**src/rtl/collide_scheduler.sv**
```systemverilog
// Time-multiplexes one circle-hit checker across NUM_OBJ object slots and gathers a hit mask.
// Optional WAIT timeout enabled by defining COLLIDE_SCHED_TIMEOUT_EN.
module collide_scheduler #(
  parameter int unsigned NUM_OBJ = 8,
  parameter int unsigned IDX_W   = 3,
  parameter int unsigned TIMEOUT = 15
) (
  input  logic                  clk,
  input  logic                  rst,
  input  logic                  scan_start,
  input  logic [NUM_OBJ-1:0]    obj_en,
  input  logic [16*NUM_OBJ-1:0] obj_x,
  input  logic [16*NUM_OBJ-1:0] obj_y,
  input  logic [16*NUM_OBJ-1:0] obj_r2,
  input  logic [15:0]           ply_x,
  input  logic [15:0]           ply_y,
  output logic                  chk_start,
  output logic [15:0]           chk_x,
  output logic [15:0]           chk_y,
  output logic [15:0]           chk_dx,
  output logic [15:0]           chk_dy,
  output logic [15:0]           chk_r2,
  input  logic                  chk_valid,
  input  logic                  chk_ready,
  output logic                  busy,
  output logic                  done,
  output logic [NUM_OBJ-1:0]    hit_mask,
  output logic                  hit_any,
  output logic                  timeout_err
);

  typedef enum logic [1:0] {StIdle, StIssue, StWait, StDone} state_e;

  localparam logic [IDX_W-1:0] LastIdx = IDX_W'(NUM_OBJ - 1);

  state_e             state_q, state_d;
  logic [IDX_W-1:0]   idx_q, idx_d;
  logic [NUM_OBJ-1:0] en_q;
  logic [NUM_OBJ-1:0] work_q, work_d;
  logic [15:0]        px_q, py_q;
  logic               latch, load_ops, advance, finish;

`ifdef COLLIDE_SCHED_TIMEOUT_EN
  localparam int unsigned CntW = $clog2(TIMEOUT + 1);
  logic [CntW-1:0] cnt_q;
  logic            tmo;
  logic            tmo_err_q;
`endif

  always_comb begin
    state_d  = state_q;
    idx_d    = idx_q;
    work_d   = work_q;
    latch    = 1'b0;
    load_ops = 1'b0;
    advance  = 1'b0;
    finish   = 1'b0;
`ifdef COLLIDE_SCHED_TIMEOUT_EN
    tmo      = 1'b0;
`endif
    case (state_q)
      StIdle: begin
        if (scan_start) begin
          latch   = 1'b1;
          work_d  = '0;
          idx_d   = '0;
          state_d = StIssue;
        end
      end
      StIssue: begin
        if (en_q[idx_q]) begin
          load_ops = 1'b1;
          state_d  = StWait;
        end else begin
          advance = 1'b1;
        end
      end
      StWait: begin
        if (chk_ready) begin
          work_d[idx_q] = chk_valid;
          advance       = 1'b1;
        end
`ifdef COLLIDE_SCHED_TIMEOUT_EN
        else if (cnt_q == CntW'(TIMEOUT - 1)) begin
          work_d[idx_q] = 1'b0;
          advance       = 1'b1;
          tmo           = 1'b1;
        end
`endif
      end
      StDone:  state_d = StIdle;
      default: state_d = StIdle;
    endcase
    // Disabled slots and retired checks share the same step to the next slot.
    if (advance) begin
      if (idx_q == LastIdx) begin
        state_d = StDone;
        finish  = 1'b1;
      end else begin
        idx_d   = idx_q + 1'b1;
        state_d = StIssue;
      end
    end
  end

  always_ff @(posedge clk or posedge rst) begin
    if (rst) begin
      state_q   <= StIdle;
      idx_q     <= '0;
      en_q      <= '0;
      work_q    <= '0;
      px_q      <= '0;
      py_q      <= '0;
      hit_mask  <= '0;
      chk_start <= 1'b0;
      chk_x     <= '0;
      chk_y     <= '0;
      chk_dx    <= '0;
      chk_dy    <= '0;
      chk_r2    <= '0;
    end else begin
      state_q   <= state_d;
      idx_q     <= idx_d;
      work_q    <= work_d;
      chk_start <= load_ops;
      if (latch) begin
        en_q <= obj_en;
        px_q <= ply_x;
        py_q <= ply_y;
      end
      if (load_ops) begin
        chk_x  <= obj_x[{idx_q, 4'b0000} +: 16];
        chk_y  <= obj_y[{idx_q, 4'b0000} +: 16];
        chk_r2 <= obj_r2[{idx_q, 4'b0000} +: 16];
        chk_dx <= px_q;
        chk_dy <= py_q;
      end
      if (finish) begin
        hit_mask <= work_d;
      end
    end
  end

`ifdef COLLIDE_SCHED_TIMEOUT_EN
  always_ff @(posedge clk or posedge rst) begin
    if (rst) begin
      cnt_q     <= '0;
      tmo_err_q <= 1'b0;
    end else begin
      if (load_ops) begin
        cnt_q <= '0;
      end else if (state_q == StWait) begin
        cnt_q <= cnt_q + 1'b1;
      end
      if (latch) begin
        tmo_err_q <= 1'b0;
      end else if (tmo) begin
        tmo_err_q <= 1'b1;
      end
    end
  end

  assign timeout_err = tmo_err_q;
`else
  logic unused_timeout;
  assign unused_timeout = ^TIMEOUT;
  assign timeout_err    = 1'b0;
`endif

  assign busy    = (state_q != StIdle);
  assign done    = (state_q == StDone);
  assign hit_any = |hit_mask;

endmodule

```
**config.mk**
```make
export PLATFORM = sky130hd
export DESIGN_NAME = collide_scheduler
export DESIGN_NICKNAME = d
export VERILOG_FILES = /design/src/rtl/collide_scheduler.sv
export SDC_FILE = /design/constraint.sdc
export NUM_CORES = 1
export LEC_CHECK = 0
export BUFFER_PORTS_ARGS = -buffer_cell sky130_fd_sc_hd__buf_2
export CAP_MARGIN = 20
export CELL_PAD_IN_SITES_DETAIL_PLACEMENT = 0
export CELL_PAD_IN_SITES_GLOBAL_PLACEMENT = 2
export CORE_ASPECT_RATIO = 0.75
export CORE_MARGIN = 5
export CORE_UTILIZATION = 26
export DETAILED_ROUTE_END_ITERATION = 8
export PLACE_DENSITY_LB_ADDON = 0.1
export SLEW_MARGIN = 20
export SYNTH_ARGS = -nofsm -noshare
export SYNTH_HDL_FRONTEND = slang
export SYNTH_SLANG_ARGS = --single-unit
export TNS_END_PERCENT = 1
```
**constraint.sdc**
```tcl
create_clock -name clk -period 4.8 [get_ports clk]
set_input_delay 0.48 -clock clk [delete_from_list [all_inputs] [get_ports clk]]
set_output_delay 0.48 -clock clk [all_outputs]
set_load 0.02 [all_outputs]
```
# Yosys cells after proc, flatten, opt, wreduce, memory -nomap -nowiden
# Index checks and enable logic that the tools add are counted.
# op_classes
add_sub_neg,1
n_lt_le_gt_ge,2
n_eq_ne,6
n_shift,3
n_mux,26
n_reduce_logical,6
# ops
cell,n
$shiftx A128 B8 Y16,3
$mux W8,2
$pmux W8 S2,1
$mux W3,4
$mux W1,10
$bwmux W8,1
$mux W2,4
$reduce_or A8 Y1,1
$ne A3 B3 Y1 const B,2
$pmux W2 S3,1
$eq A2 B2 Y1 const B,2
$lt A3 B4 Y1 const B,1
$reduce_bool A4 Y1,1
$add A3 B1 Y3 const B,1
$bmux W1 S3,1
$demux W1 S3,1
$eq A3 B3 Y1 const B,1
$ge A3 B1 Y1 const B,1
$reduce_and A3 Y1,1
$eq A2 B1 Y1 const B,1
$logic_not A2 Y1,1
$pmux W1 S2,1
$reduce_bool A2 Y1,1
$logic_and A1 B1 Y1,1
# totals
reg_bits,142
inputBits,429
out_inout_bits,93
word_cells,57

# Depth between registers and ports, before layout
# Gate-level depths: netlist of run 1.
# logic_depth
ltp_word,7
mapped_depth,9

# Worst setup path before layout of run 1
# No wires, ideal clock.
# synth_path
path_kind,flip-flop to flip-flop
startpoint,register idx_q[1]
endpoint,register chk_r2[15]
setup_time_ns,0.125
t_arrival_ns,1.949
required_ns,4.675
path_slack_ns,2.726
stages_incl_launch_ff,8
path_buffers,3
period_less_slack_ns,2.074
path_cell_list,dfrtp_1 > buf_4 > buf_2 > buf_1 > mux2_2 > a221oi_1 > o22ai_1 > mux2_4
# synth_via
elab_chain_cells,4
elab_cells_between_ends,5
cone_classes,1 x shift; 4 x mux
# synth_rtl
item,line,rtl
from (decl),37,"logic [IDX_W-1:0] idx_q, idx_d;"
from (signal assigned),123,idx_q <= idx_d;
branches (longest 4 deep; another with $shiftx A128 B8 Y16),--,
to (signal assigned),134,"chk_r2 <= obj_r2[{idx_q, 4'b0000} +: 16];"
to (decl),22,"output logic [15:0] chk_r2,"
# Parallel ways; which one is timed is not known. The select of a mux whose other input is x is not followed.
# A chain may end at the register's enable or synchronous reset.

# Worst setup path in the final report of run 1
# layout_path
startpoint,register idx_q[2]
endpoint,register chk_x[12]
# layout_via
elab_chain_cells,4
elab_cells_between_ends,5
cone_classes,1 x shift; 4 x mux
# layout_rtl
item,line,rtl
branches (longest 4 deep; another with $shiftx A128 B8 Y16),--,
to (signal assigned),132,"chk_x <= obj_x[{idx_q, 4'b0000} +: 16];"
to (decl),18,"output logic [15:0] chk_x,"
# Parallel ways; which one is timed is not known. The select of a mux whose other input is x is not followed.

==> flow_summary.toml, run 1 <==
[sta]
setup_viol = 0
skew_ps = 12.7
relSlewSlack_pct = 38.8
hold_violations = 0
fmax_mhz = 325
tns_ps = 0
slew_violations = 0
rsz0062_at_grt = "false"
period_needed_ps = 3080
tightest_slew_ps = 916
period_share_pct = 64.1

[synthesis]
synth_edf_count = 0
ys_types = 47
yosysWarnings = 0
ys_seq_area_share_pct = 38.3
synthesis.instances = 792
async_flop_share_pct = 100
yosys.area.top_type_share_pct = 38.3
netlist_area_mm2 = 0.00929
synth-seq-cells = 142
synth_nets = 1227
synth_top_area_cell = "dfrtp_1"
avgSynthCellArea_um2 = 11.7
synth_ff_type = "dfrtp_1"
ys_top_cells_by_area = "dfrtp_1 (38%), mux2_4 (14%), mux2_2 (13%), mux2i_1 (6.9%), a22oi_1 (3.6%)"

[layout]
layout-drive-gt1-share_pct = 60.0
areaGrowthSynthToFinish_pct = 37.7
fillers = 3697
final_nets = 1704
stdcell_area_mm2 = 0.0128

[floorplan]
die_w_um = 228
start_util_pct = 26.1
core_mm2 = 0.0356
ioPinCount = 522
die_area_mm2 = 0.0396
rows = 60
die_h_um = 174

[flow_run]
drv_cap = 0

[setup_path]
setup.worst_path.start_class = "flip-flop"
r2r-end = "chk_x[12]$_DFFE_PP0P_"
cp_data_arrival_time_ps = 3390
r2r_slack_ps = 1720
r2r-start = "idx_q[2]$_DFF_PP0_"
reg2regPathDepth = 6
crit_required_ps = 5110
end_kind = "flip-flop"
worstSetupPathType = "reg2reg"
path_max_fanout = 51

[clocking]
cts_made_buffers = 17
post_cts_buffers = 0
cts_max_level = 4
cts_tree = "built"
cts_resized = 0
hold_buffers = 0
cts_max_path_buffers = 2
cts.sinks = 142
clock_latency_ps = 430
clk_pin_slew_ps = 70
cts-root-buf = "clkbuf_16"

[global_route]
grt_pass1_vias = 8872
grt_pass1_wl_um = 60900
grt_antenna_before_repair = 20
grt_max_degree = 147
track_usage_pct = 20.2
overflow = 0

[placement]
place_hpwl_um = 32700
gp_congestion = 0.848
portBuffers = 520
placed_area_mm2 = 0.0122

[detailed_routing]
ant_nets = 0
wl_per_cell_um = 24.0
routed_wl_um = 42100
first_iter_violations = 454
drtPass1Iterations = 5
drc = 0
via_count = 8440
drt-vias-per-instance = 4.81

[pwr]
peakVddDrop_uv = 344
p_per_area_mw_per_mm2 = 649
p_leak_nw = 6.24

[status]
status = "completed"

[worst_hold_path]
hold_path.class = "in2async"
[worst max-delay path by stage]
stage                  startpoint                     to  slack, ps  depth (start not counted)
3_3_place_gp   idx_q[2]$_DFF_PP0_  chk_x[12]$_DFFE_PP0P_       1770                          6
4_1_cts        idx_q[2]$_DFF_PP0_  chk_x[12]$_DFFE_PP0P_       1690                          6
3_5_place_dp   idx_q[2]$_DFF_PP0_  chk_x[12]$_DFFE_PP0P_       1690                          6
6_report       idx_q[2]$_DFF_PP0_  chk_x[12]$_DFFE_PP0P_       1720                          6
5_1_grt        idx_q[2]$_DFF_PP0_  chk_x[12]$_DFFE_PP0P_       1610                          6
2_1_floorplan                 rst  chk_dx[0]$_DFFE_PP0P_        510                          1
[cells by family (layout without fill, tap and decap cells)]
kind of cell	count (synthesis)	count (layout)	share of synthesized area, %
and+or+nand+nor	98	98	5.48
AOI/OAI and AO/OA	198	198	15.9
DFF	142	142	38.3
muxes	258	258	33.9
buffers and inverters	89	579	5.62
adders and majority gates	6	6	0.808
other	1	10	0.0404
[power by group]
| part | switching (mW) | internal, mW | leakage, nW |
|---|---|---|---|
| clock | 0.659 | 0.708 | 0.292 |
| sequential | 0.479 | 1.78 | 1.72 |
| combinational | 2.41 | 2.27 | 4.23 |
| total | 3.55 | 4.76 | 6.24 |
[per-stage QoR]
step | hold WS [ps] | util (%) | cells | power (mW) | setup WS, ps
detailed placement | 487 | 34.2 | 1715 | 7.03 | 1690
global placement | 481 | 34.2 | 1715 | 7.00 | 1770
global route | 222 | 35.9 | 1756 | 8.87 | 1610
floorplan | 469 | - | 792 | 5.72 | 510
CTS | 179 | 35.9 | 1747 | 8.45 | 1690
finish | 173 | 35.9 | 1756 | 8.31 | 1720
[Yosys cell counts, drive strengths merged, types with 2 or more instances]
library cell	instances
a31oi	7
a221oi	37
nand4	3
a22o	8
nand2b	25
o221ai	24
o31ai	2
dfrtp	142
a21oi	4
inv	11
ha	6
mux2i	64
o211ai	5
o2bb2ai	4
o21a	2
a22oi	44
o21ai	32
nor2	12
nor4	2
nand3	26
mux2	194
nor2b	6
clkbuf	39
o22ai	19
o22a	3
buf	38
nand2	21
[critical path, cell delays in order, from the launching register on]
cell      delay, ps
dfrtp_4         710
nor2b_1         260
a221o_1         410
a21oi_2         190
nand2b_4        540
buf_12          370
mux2_2          380
[flip-flops by register name, summed over array words and instances (netlist names)]
register,count
py_q,16
chk_y,16
idx_q,3
px_q,16
state_q,2
chk_dx,16
work_q,8
hit_mask,8
en_q,8
chk_x,16
chk_dy,16
chk_start,1
chk_r2,16
[area by class of cell]
class                           instances  area [um2]  share of cell area, %
Antenna cell                            9        22.5                  0.176
Clock buffer                           17         425                   3.33
Clock inverter                         15         183                   1.43
Inverter                               12        50.0                  0.391
Multi-Input combinational cell        561        5220                   40.8
Sequential cell                       142        3560                   27.9
Tap cell                              465         582                   4.55
Timing Repair Buffer                  535        2740                   21.4
[layout by cell type (no fill, tap or decap), drive strengths merged, types with 2 or more instances in the layout]
cell	Yosys	final
mux2	194	194
diode	0	9
mux2i	64	64
nand4	3	3
a22oi	44	44
inv	11	19
o21ai	32	32
clkinv	1	7
dfrtp	142	142
a21oi	4	4
o211ai	5	5
o22a	3	3
o221ai	24	24
buf	38	535
nand2	21	21
nor2	12	12
nand2b	25	25
o22ai	19	19
o21a	2	2
nand3	26	26
a221oi	37	37
nor2b	6	6
o2bb2ai	4	4
o31ai	2	2
clkbuf	39	17
ha	6	6
a31oi	7	7
nor4	2	2
a22o	8	8
[metal layers]
metal | GRT usage (%) | share of wire [%]
met2 | 34.4 | 49
met3 | 7.40 | 7.3
met5 | 0 | 0.30
met1 | 24.2 | 41
met4 | 5.54 | 1.9
Note: power is estimated with default switching activity, not from simulation.
==> run 2: changes to the inputs <==
==> constraint.sdc (replaced) <==
create_clock -name clk -period 2.9 [get_ports clk]
set_input_delay 0.29 -clock clk [delete_from_list [all_inputs] [get_ports clk]]
set_output_delay 0.29 -clock clk [all_outputs]
set_load 0.02 [all_outputs]
==> flow_summary.toml, run 2 (same netlist as run 1, synthesis figures left out) <==
[clocking]
cts_tree = "built"
cts.sinks = 142
cts-root-buf = "clkbuf_16"
cts_resized = 0
hold_buffers = 0
cts_max_level = 4
cts_made_buffers = 17
post_cts_buffers = 0
clk_pin_slew_ps = 70
clock_latency_ps = 440
cts_max_path_buffers = 2

[detailed_routing]
routed_wl_um = 41100
first_iter_violations = 389
via_count = 8514
ant_nets = 0
dr_wl_met2_um = 20600
drt-vias-per-instance = 4.85
met3_length_um = 2820
drc = 0
wl_per_cell_um = 23.4
drtPass1Iterations = 5
wl_met1_um = 17000
dr.max_layer_used = "met5"

[sta]
hold_violations = 0
skew_ps = 11.7
period_share_pct = 86.0
tightest_slew_ps = 1130
setup_viol = 0
fmax_mhz = 401
rsz0062_at_grt = "false"
period_needed_ps = 2490
relSlewSlack_pct = 24.4
slew_violations = 0
tns_ps = 0

[layout]
final_cell_mix = "buf_2 (520), dfrtp_1 (139), mux2_2 (107)"
post_layout_nonfiller_instances = 1756
areaGrowthSynthToFinish_pct = 39.4
final_common_cell = "buf_2"
stdcell_area_mm2 = 0.0129
layout-drive-gt1-share_pct = 60.1
final_nets = 1709

[placement]
portBuffers = 520
placedCellCount = 1720
gp_congestion = 0.861
placed_area_mm2 = 0.0123
place_hpwl_um = 32200

[worst_hold_path]
hold_path.class = "in2async"

[floorplan]
die_area_mm2 = 0.0396
die_w_um = 228
core_mm2 = 0.0356
start_util_pct = 26.1
rows = 60
die_h_um = 174
ioPinCount = 522

[setup_path]
critical-path-slowest-cell = "nor2_2"
setup.worst_path.start_class = "flip-flop"
cpPeakStageDelay_ps = 890
crit_required_ps = 3220
path_max_fanout = 23
worstSetupPathType = "reg2reg"
cp_data_arrival_time_ps = 2820
end_kind = "flip-flop"
crit_path_cell_trace = "nor2_2 -> nand2_1 -> mux2_2 -> a22o_1 -> mux2_4"

[pwr]
p_per_area_mw_per_mm2 = 1080
peakVddDrop_uv = 492
p_leak_nw = 6.31

[flow_run]
drv_cap = 0

[global_route]
grt_max_degree = 89
overflow = 0
grt_antenna_before_repair = 17
grt_pass1_wl_um = 59800
track_usage_pct = 19.9
grt_pass1_vias = 8927

[status]
status = "completed"
-- run 2: power by group --
group	switching (mW)	leakage (nW)	internal, mW
logic	4.24	4.29	3.87
clock network	1.02	0.304	1.32
registers	0.587	1.72	2.96
total	5.84	6.31	8.14
-- run 2: critical path, delay by kind of cell (launching register included) --
| kind | cells | cell delay (ps) |
|---|---|---|
| multiplexers | 2 | 580 |
| AO/OA/AOI/OAI | 1 | 200 |
| AND/OR/NAND/NOR | 2 | 1010 |
| flip-flops | 1 | 570 |
-- run 2: routing by layer --
| layer | track usage [%] | up-vias |
|---|---|---|
| met5 | 0 | - |
| met4 | 4.28 | 16 |
| met3 | 6.89 | 52 |
| met2 | 34.5 | 250 |
| met1 | 24.0 | 4182 |
| li1 | - | 4014 |
-- run 2: final timing paths --
| path | start | endpoint | slack (ps) | cells after the start |
|---|---|---|---|---|
| hold reg to reg | py_q[4]$_DFFE_PP0P_ | chk_dy[4]$_DFFE_PP0P_ | 500 | 1 |
| min in group clk | ply_x[3] | px_q[3]$_DFFE_PP0P_ | 80 | 2 |
| hold / removal | rst | chk_dy[9]$_DFFE_PP0P_ | 30 | 2 |
| setup reg to reg | idx_q[1]$_DFF_PP0_ | hit_mask[0]$_DFFE_PP0P_ | 410 | 5 |
| setup / recovery | idx_q[1]$_DFF_PP0_ | hit_mask[0]$_DFFE_PP0P_ | 410 | 5 |
| max in group asynchronous | rst | chk_dy[14]$_DFFE_PP0P_ | 2080 | 3 |
-- run 2: layout make-up --
class	instances	area [um2]
Fill cell	3688	22600
Sequential cell	142	3560
Multi-Input combinational cell	561	5220
Clock inverter	15	196
Antenna cell	4	10.0
Inverter	12	48.8
Clock buffer	17	425
Tap cell	465	582
Timing Repair Buffer	540	2890
-- run 2: stage by stage --
stage	util [%]	power (mW)	setup WS [ps]	hold slack, ps
global route	36.4	14.9	296	49.9
detailed placement	34.6	11.8	423	486
floorplan	-	9.47	826	441
finish	36.4	14.0	406	27.0
CTS	36.3	14.2	399	40.6
global placement	34.6	11.8	438	483
